### config.mk
export PLATFORM = sky130hd
export DESIGN_NAME = key_expansion_ctrl_flat
export DESIGN_NICKNAME = d
export VERILOG_FILES = /design/src/rtl/key_expansion_ctrl_if.sv /design/src/rtl/key_expansion_ctrl.sv /design/src/flat_wrapper.sv
export SDC_FILE = /design/constraint.sdc
export NUM_CORES = 2
export LEC_CHECK = 0
export ABC_CLOCK_PERIOD_IN_PS = 44500
export CAP_MARGIN = 5
export CELL_PAD_IN_SITES_DETAIL_PLACEMENT = 1
export CELL_PAD_IN_SITES_GLOBAL_PLACEMENT = 2
export CORE_UTILIZATION = 46
export DETAILED_ROUTE_END_ITERATION = 7
export PLACE_DENSITY = 0.95
export RECOVER_POWER = 100
export SLEW_MARGIN = 15
export SYNTH_ARGS = -nofsm -noshare
export SYNTH_HDL_FRONTEND = slang
export SYNTH_SLANG_ARGS = --single-unit
### constraint.sdc
create_clock -name clk -period 44.5 [get_ports clk]
set_clock_uncertainty 0.05 [all_clocks]
set_input_delay 13.35 -clock clk [delete_from_list [all_inputs] [get_ports clk]]
set_output_delay 13.35 -clock clk [all_outputs]
set_load 0.01 [all_outputs]
### src/rtl/key_expansion_ctrl_if.sv
// -----------------------------------------------------------------------------
// key_expansion_ctrl_if
//   Bundles the control and read-port signals of the iterative AES-128
//   key-expansion sequencer.
//
//   master modport (key consumer / cipher round engine side):
//     start, key_in       request expansion of a new cipher key
//     rd_en, rd_round     random-access read of a stored round key
//     busy, done          expansion status (done is a one-cycle pulse)
//     keys_valid          bank holds a complete schedule
//     rd_key, rd_valid,   registered read response (one cycle after rd_en)
//     rd_err
//   slave modport: the key_expansion_ctrl itself.
// -----------------------------------------------------------------------------
interface key_expansion_ctrl_if #(
    parameter int KEY_W = 128
);
    logic             start;
    logic [0:KEY_W-1] key_in;
    logic             busy;
    logic             done;
    logic             keys_valid;
    logic             rd_en;
    logic [3:0]       rd_round;
    logic [0:KEY_W-1] rd_key;
    logic             rd_valid;
    logic             rd_err;

    modport master (
        output start, key_in, rd_en, rd_round,
        input  busy, done, keys_valid, rd_key, rd_valid, rd_err
    );

    modport slave (
        input  start, key_in, rd_en, rd_round,
        output busy, done, keys_valid, rd_key, rd_valid, rd_err
    );
endinterface

### src/rtl/key_expansion_ctrl.sv
// -----------------------------------------------------------------------------
// key_expansion_ctrl
//   Iterative AES-128 key-expansion sequencer. A single combinational
//   key_maker round stage is reused over rounds 1..10, producing one round key
//   per clock into an 11 x 128 bank (key0..key10). The bank is read through a
//   registered random-access port by the cipher round engine.
//
//   Ports:
//     clk      rising-edge clock
//     rst      asynchronous, active-high reset
//     bus      key_expansion_ctrl_if.slave
//                start/key_in   begin expansion (accepted only in IDLE)
//                busy           expansion in progress
//                done           one-cycle pulse after key10 is written
//                keys_valid     bank holds a complete schedule
//                rd_en/rd_round read request, index 0..10
//                rd_key         registered read data (0 on a rejected read)
//                rd_valid       response strobe, one cycle after rd_en
//                rd_err         read rejected (index > 10 or !keys_valid)
//
//   Key bit order is big-endian: bit 0 is the MSB of byte 0.
// -----------------------------------------------------------------------------
module key_expansion_ctrl #(
    parameter int NUM_ROUNDS = 10,
    parameter int KEY_W      = 128
) (
    input logic                 clk,
    input logic                 rst,
    key_expansion_ctrl_if.slave bus
);

    generate
        if (NUM_ROUNDS != 10 || KEY_W != 128) begin : g_param_check
            $error("key_expansion_ctrl supports only AES-128 (NUM_ROUNDS=10, KEY_W=128)");
        end
    endgenerate

    localparam logic [3:0] LAST_RND = 4'(NUM_ROUNDS);

    // AES forward S-box, entry n occupies bits [8n +: 8].
    localparam logic [0:2047] SBOX = {
        128'h637c777bf26b6fc53001672bfed7ab76,
        128'hca82c97dfa5947f0add4a2af9ca472c0,
        128'hb7fd9326363ff7cc34a5e5f171d83115,
        128'h04c723c31896059a071280e2eb27b275,
        128'h09832c1a1b6e5aa0523bd6b329e32f84,
        128'h53d100ed20fcb15b6acbbe394a4c58cf,
        128'hd0efaafb434d338545f9027f503c9fa8,
        128'h51a3408f929d38f5bcb6da2110fff3d2,
        128'hcd0c13ec5f974417c4a77e3d645d1973,
        128'h60814fdc222a908846eeb814de5e0bdb,
        128'he0323a0a4906245cc2d3ac629195e479,
        128'he7c8376d8dd54ea96c56f4ea657aae08,
        128'hba78252e1ca6b4c6e8dd741f4bbd8b8a,
        128'h703eb5664803f60e613557b986c11d9e,
        128'he1f8981169d98e949b1e87e9ce5528df,
        128'h8ca1890dbfe6426841992d0fb054bb16
    };

    typedef enum logic [1:0] {
        IDLE   = 2'd0,
        EXPAND = 2'd1,
        DONE   = 2'd2
    } state_t;

    function automatic logic [0:7] sbox(input logic [0:7] b);
        return SBOX[{b, 3'b000} +: 8];
    endfunction

    function automatic logic [0:31] sub_word(input logic [0:31] w);
        return {sbox(w[0:7]), sbox(w[8:15]), sbox(w[16:23]), sbox(w[24:31])};
    endfunction

    function automatic logic [0:7] rcon(input logic [3:0] r);
        logic [0:7] c;
        case (r)
            4'd1:    c = 8'h01;
            4'd2:    c = 8'h02;
            4'd3:    c = 8'h04;
            4'd4:    c = 8'h08;
            4'd5:    c = 8'h10;
            4'd6:    c = 8'h20;
            4'd7:    c = 8'h40;
            4'd8:    c = 8'h80;
            4'd9:    c = 8'h1b;
            4'd10:   c = 8'h36;
            default: c = 8'h00;
        endcase
        return c;
    endfunction

    // One AES-128 key-schedule round: previous round key -> next round key.
    function automatic logic [0:127] key_maker(input logic [0:127] k, input logic [3:0] r);
        logic [0:31] w0, w1, w2, w3, t, n0, n1, n2, n3;
        w0 = k[0:31];
        w1 = k[32:63];
        w2 = k[64:95];
        w3 = k[96:127];
        t  = sub_word({w3[8:31], w3[0:7]});
        t[0:7] = t[0:7] ^ rcon(r);
        n0 = w0 ^ t;
        n1 = w1 ^ n0;
        n2 = w2 ^ n1;
        n3 = w3 ^ n2;
        return {n0, n1, n2, n3};
    endfunction

    state_t       state, state_next;
    logic [3:0]   rnd, rnd_next;
    logic         keys_valid_q, keys_valid_next;
    logic         load_c;
    logic         wr_en_c;
    logic         busy_c;
    logic         done_c;

    logic [0:127] cur_key_p0;
    logic [0:127] next_key_p0;
    logic [0:127] bank [0:10];

    logic         rd_ok_c;
    logic [3:0]   rd_idx_c;
    logic         vld_p1;
    logic         rd_err_p1;
    logic [0:127] rd_key_p1;

    assign next_key_p0 = key_maker(cur_key_p0, rnd);

    // ---- stage p0: sequencer FSM --------------------------------------------
    always_comb begin
        state_next      = state;
        rnd_next        = rnd;
        keys_valid_next = keys_valid_q;
        load_c          = 1'b0;
        wr_en_c         = 1'b0;
        busy_c          = 1'b0;
        done_c          = 1'b0;
        case (state)
            IDLE: begin
                if (bus.start) begin
                    load_c          = 1'b1;
                    state_next      = EXPAND;
                    rnd_next        = 4'd1;
                    keys_valid_next = 1'b0;
                end
            end
            EXPAND: begin
                if (rnd >= 4'd1 && rnd <= LAST_RND) begin
                    busy_c  = 1'b1;
                    wr_en_c = 1'b1;
                    if (rnd == LAST_RND) begin
                        state_next      = DONE;
                        rnd_next        = 4'd0;
                        keys_valid_next = 1'b1;
                    end else begin
                        rnd_next = rnd + 4'd1;
                    end
                end else begin
                    // Out-of-range counter cannot occur; fall back to IDLE.
                    state_next = IDLE;
                    rnd_next   = 4'd0;
                end
            end
            DONE: begin
                done_c     = 1'b1;
                state_next = IDLE;
            end
            default: begin
                state_next = IDLE;
                rnd_next   = 4'd0;
            end
        endcase
    end

    always_ff @(posedge clk or posedge rst) begin
        if (rst) begin
            state        <= IDLE;
            rnd          <= 4'd0;
            keys_valid_q <= 1'b0;
        end else begin
            state        <= state_next;
            rnd          <= rnd_next;
            keys_valid_q <= keys_valid_next;
        end
    end

    // Key datapath and bank carry no reset: they are unobservable until
    // keys_valid rises after a full expansion.
    always_ff @(posedge clk) begin
        if (load_c) begin
            bank[0]    <= bus.key_in;
            cur_key_p0 <= bus.key_in;
        end else if (wr_en_c) begin
            bank[rnd]  <= next_key_p0;
            cur_key_p0 <= next_key_p0;
        end
    end

    // ---- stage p1: registered read port ------------------------------------
    // The read sees keys_valid and bank contents as they were before the edge,
    // so a read coinciding with a start returns the previous schedule.
    assign rd_ok_c  = keys_valid_q && (bus.rd_round <= LAST_RND);
    assign rd_idx_c = rd_ok_c ? bus.rd_round : 4'd0;

    always_ff @(posedge clk or posedge rst) begin
        if (rst) begin
            vld_p1    <= 1'b0;
            rd_err_p1 <= 1'b0;
            rd_key_p1 <= '0;
        end else begin
            vld_p1 <= bus.rd_en;
            if (bus.rd_en) begin
                if (rd_ok_c) begin
                    rd_key_p1 <= bank[rd_idx_c];
                    rd_err_p1 <= 1'b0;
                end else begin
                    rd_key_p1 <= '0;
                    rd_err_p1 <= 1'b1;
                end
            end else begin
                rd_err_p1 <= 1'b0;
            end
        end
    end

    assign bus.busy       = busy_c;
    assign bus.done       = done_c;
    assign bus.keys_valid = keys_valid_q;
    assign bus.rd_key     = rd_key_p1;
    assign bus.rd_valid   = vld_p1;
    assign bus.rd_err     = rd_err_p1;

endmodule

### src/flat_wrapper.sv
// flat-port wrapper written by rule: the top's interface ports become plain ports
module key_expansion_ctrl_flat 
#(
    parameter int NUM_ROUNDS = 10,
    parameter int KEY_W      = 128
)
  (clk, rst, bus_start, bus_key_in, bus_rd_en, bus_rd_round, bus_busy, bus_done, bus_keys_valid, bus_rd_key, bus_rd_valid, bus_rd_err);
  key_expansion_ctrl_if #(.KEY_W(KEY_W)) bus_i ();
  input logic clk;
  input logic rst;
  input wire logic [$bits(bus_i.start)-1:0] bus_start;
  input wire logic [$bits(bus_i.key_in)-1:0] bus_key_in;
  input wire logic [$bits(bus_i.rd_en)-1:0] bus_rd_en;
  input wire logic [$bits(bus_i.rd_round)-1:0] bus_rd_round;
  output wire logic [$bits(bus_i.busy)-1:0] bus_busy;
  output wire logic [$bits(bus_i.done)-1:0] bus_done;
  output wire logic [$bits(bus_i.keys_valid)-1:0] bus_keys_valid;
  output wire logic [$bits(bus_i.rd_key)-1:0] bus_rd_key;
  output wire logic [$bits(bus_i.rd_valid)-1:0] bus_rd_valid;
  output wire logic [$bits(bus_i.rd_err)-1:0] bus_rd_err;
  assign bus_i.start = bus_start;
  assign bus_i.key_in = bus_key_in;
  assign bus_i.rd_en = bus_rd_en;
  assign bus_i.rd_round = bus_rd_round;
  assign bus_busy = bus_i.busy;
  assign bus_done = bus_i.done;
  assign bus_keys_valid = bus_i.keys_valid;
  assign bus_rd_key = bus_i.rd_key;
  assign bus_rd_valid = bus_i.rd_valid;
  assign bus_rd_err = bus_i.rd_err;
  key_expansion_ctrl #(.NUM_ROUNDS(NUM_ROUNDS), .KEY_W(KEY_W)) u_core (.clk(clk), .rst(rst), .bus(bus_i));
endmodule
==> flow_summary_export.csv <==
group,metric,value,unit
final_layout,final.fill_count,18510,
global_routing,grt-busiest-layer,"met2",
sta,drv_slew,2950,
global_routing,globalRouteTotalUtil,0.3614,
worst_setup_path,cp_num_buf_inv,2,
worst_setup_path,rr_worst_depth,11,
clock_tree,clock_path_buffers,3,
synth,yosysUniqueCellTypes,104,
sta,finalCritPeriodShare,0.6321,
worst_setup_path,worst-setup-path-type,"primary input to flop",
power,p_per_area,97.45,nW/um^2
final_layout,nets,7461,
synth,synthArstFlopShare,0.08189,
sta,worst-slew-pin-transition,10.33,ns
power,total_power,9.013,mW
clock_tree,cts-root-buf,"clkbuf_16",
synth,ys_ff_latch,1673,
sta,rsz0062_at_grt,"false",
synth,synth_top_area_frac,0.5551,
floorplan,rows,155,
final_layout,final_cell_mix,"edfxtp_1, nand2_1, a21oi_1",
worst_setup_path,cp.required,45.10,ns
worst_setup_path,crit_path_start,"bus_rd_round[2]",
job,drv_cap,79,
placement,post-dp-hpwl,204700,um
drt,drtPass1Iterations,6,
worst_setup_path,rrSetupSlack,31.42,ns
worst_setup_path,slowest_delay,6.32,ns
sta,hold_viol_final,0,
outcome,violations,"max-capacitance violations, max-slew violations",
clock_tree,ctsHoldBuffers,0,
placement,place.gp.congestion,0.9838,
final_layout,syn_to_final_growth,11.30,%
drt,vias,66970,
worst_setup_path,start_kind,"primary input",
clock_tree,htreeDepth,4,
clock_tree,cts.clk_slew.worst_paths,0.06,ns
global_routing,overflow,0,
worst_setup_path,cp-endpoint,"u_core.bus.rd_key[125]",
global_routing,met1_usage,0.4445,
placement,place.port_buffers,268,
worst_setup_path,cp_cell_sequence,"clkbuf_1, o21ai_0, nand3_1, clkbuf_1, a211oi_1, a311oi_1, a211o_1, o21ai_0",
floorplan,io_pins,269,
synth,yosysSeqAreaShare,0.5963,
global_routing,use_met2,0.5784,
synth,avgSynthCellArea,11.36,um^2
global_routing,grt_max_degree,158,
power,peakVddDrop,0.07090,mV
clock_tree,cts_setup_buffers,0,
sta,final.setup.tns,0,ns
worst_setup_path,slowest_stage,"clkbuf_1",
drt,drtAntennaViolNets,0,
worst_setup_path,path_max_fanout,142,
sta,slew_headroom,-5.884,
sta,finalSetupViolCount,0,
synth,syn_inst,7316,
floorplan,die_y,427.0,um
worst_setup_path,cp_data_arrival_time,28.73,ns
clock_tree,numClockSinks,1673,
sta,fin_ws,16.37,ns
worst_setup_path,r2r_end,"u_core.bank[0][27]",
worst_setup_path,cp.depth,8,
clock_tree,cts_tree,"built",
sta,period_minus_slack,28.13,ns
drt,wl_per_cell,34.40,um
global_routing,grt_util_met3,0.06461,
synth,synth_edf_count,1536,
drt,drc_errors,0,
hold_path,min_path_type,"flop to flop",
power,p_leak,31.92,nW
worst_setup_path,worstReg2RegStart,"u_core.rnd[0]",
clock_tree,clock_latency,0.86,ns
final_layout,layout-drive-gt1-share,0.06770,
synth,synth_largest_area_cell,"edfxtp_1",
clock_tree,cts_made_buffers,164,
placement,place_ws,26.43,ns
synth,syn_nets,7517,
floorplan,dieWidth,427.0,um
floorplan,die_area,182300,um^2
global_routing,grt_antenna_before_repair,42,
synth,synth_area,83100,um^2
clock_tree,ctsResizeCount,0,
floorplan,core_area,179000,um^2
drt,viasPerCell,6.842,
drt,first_iter_violations,8881,
drt,routed_wl,336700,um
sta,fmax,35.55,MHz
floorplan,start_util,0.4642,
worst_setup_path,cp_top_family,"buffers and inverters",
synth,yosysWarnings,0,
synth,yosys_most_used_dff,"edfxtp_1",
synth,synthTopCellsByArea,"edfxtp_1, nand2_1, dfrtp_1",
global_routing,grt_pass1_vias,68200,
worst_setup_path,cp-end-kind,"flop",
final_layout,mostFrequentLayoutCell,"edfxtp_1",
outcome,status,"finished with violations",
global_routing,grt_first_pass_wirelength,480500,um
==> cell families (layout without fill, tap and decap cells) <==
family,Yosys count,in the layout,share of synthesized area
AND/OR/NAND/NOR,2285,2285,0.1251
adder cells (fa/ha/maj),65,65,0.009878
buffers and inverters,839,923,0.04201
multiplexers,261,261,0.03629
flip-flops,1673,1673,0.5963
AO/OA/AOI/OAI,2012,2012,0.1651
XOR/XNOR,181,181,0.02528
other,0,33,0
==> cell usage after synthesis, types with 20 or more instances <==
| library cell | count |
|---|---|
| and3_1 | 35 |
| inv_1 | 170 |
| a31oi_1 | 61 |
| clkbuf_1 | 458 |
| a21oi_1 | 511 |
| nand2_1 | 1167 |
| nor2b_1 | 101 |
| mux2_2 | 68 |
| xnor2_1 | 99 |
| or2_2 | 27 |
| buf_2 | 141 |
| nor4_1 | 24 |
| mux4_2 | 25 |
| o311ai_0 | 30 |
| a2111oi_0 | 21 |
| and2_1 | 28 |
| a211oi_1 | 168 |
| o211ai_1 | 50 |
| nand4_1 | 27 |
| buf_1 | 27 |
| xnor3_1 | 20 |
| nor2_1 | 219 |
| a211o_1 | 146 |
| o221ai_1 | 23 |
| a311oi_1 | 158 |
| nand2b_1 | 109 |
| a221oi_1 | 156 |
| mux2i_1 | 167 |
| nor3_1 | 107 |
| o21ai_0 | 403 |
| ha_1 | 64 |
| nand3_1 | 353 |
| edfxtp_1 | 1536 |
| o31ai_1 | 33 |
| dfrtp_1 | 137 |
| buf_4 | 27 |
| xor2_1 | 38 |
==> area by class of cell <==
cell class                      instances  area [um^2]  share of cell area
Sequential cell                      1673        49550              0.5358
Clock buffer                          231         4548             0.04918
Tap cell                             2355         2947             0.03186
Timing Repair Buffer                  439         3751             0.04056
Multi-Input combinational cell       4804        30110              0.3256
Inverter                              178        669.4            0.007238
Antenna cell                           33        82.58           0.0008929
Clock inverter                         75        822.0            0.008888
==> worst min-delay path, cell delays in order (launching register included) <==
cell and delay, ns:
dfrtp_1 0.37, inv_1 0.05, o21ai_0 0.06
==> registers in the layout (all words and copies together), names as in the netlist <==
register and flops:
u_core.bus.keys_valid 1, u_core.bus.rd_key 128, u_core.bus.rd_valid 1, u_core.rnd 4
u_core.bus.rd_err 1, u_core.cur_key_p0 128, u_core.bank 1408, u_core.state 2
==> per-layer routing <==
metal / up-vias / part of all wire
met5: - / 0.00025
met1: 33910 / 0.36
met4: 12 / 0.076
li1: 27550 / -
met2: 4484 / 0.47
met3: 1011 / 0.091
==> through the flow <==
stage	std cells	instance area [um^2]	hold WS [ns]	util
global placement	9449	87460	0.4589	0.4886
finish	9788	92490	0.4622	0.5167
floorplan	7316	83100	0.4746	-
global route	9778	92460	0.4981	0.5165
CTS	9755	92830	0.4744	0.5186
detailed placement	9449	87460	0.4666	0.4886
==> worst min path at each step <==
| stage | to | depth (start not counted) | slack [ns] | from |
|---|---|---|---|---|
| after detailed placement | u_core.bus.rd_key[37] | 2 | 0.47 | u_core.bus.rd_key[37] |
| final | u_core.bus.rd_key[37] | 2 | 0.46 | u_core.bus.rd_key[37] |
| after CTS | u_core.bus.rd_key[37] | 2 | 0.47 | u_core.bus.rd_key[37] |
| after global placement | u_core.bus.rd_key[37] | 2 | 0.46 | u_core.bus.rd_key[37] |
| after floorplan | u_core.state[1] | 1 | 0.47 | u_core.state[0] |
| after global routing | u_core.bus.rd_key[52] | 2 | 0.50 | u_core.bus.rd_key[52] |
==> power by group <==
part	leakage, nW	total [mW]	internal [mW]	switching (mW)
clock	2.61	1.42	0.786	0.639
combinational	13.4	4.66	1.30	3.36
sequential	15.9	2.93	2.74	0.195
Note: power is estimated with default switching activity, not from simulation.
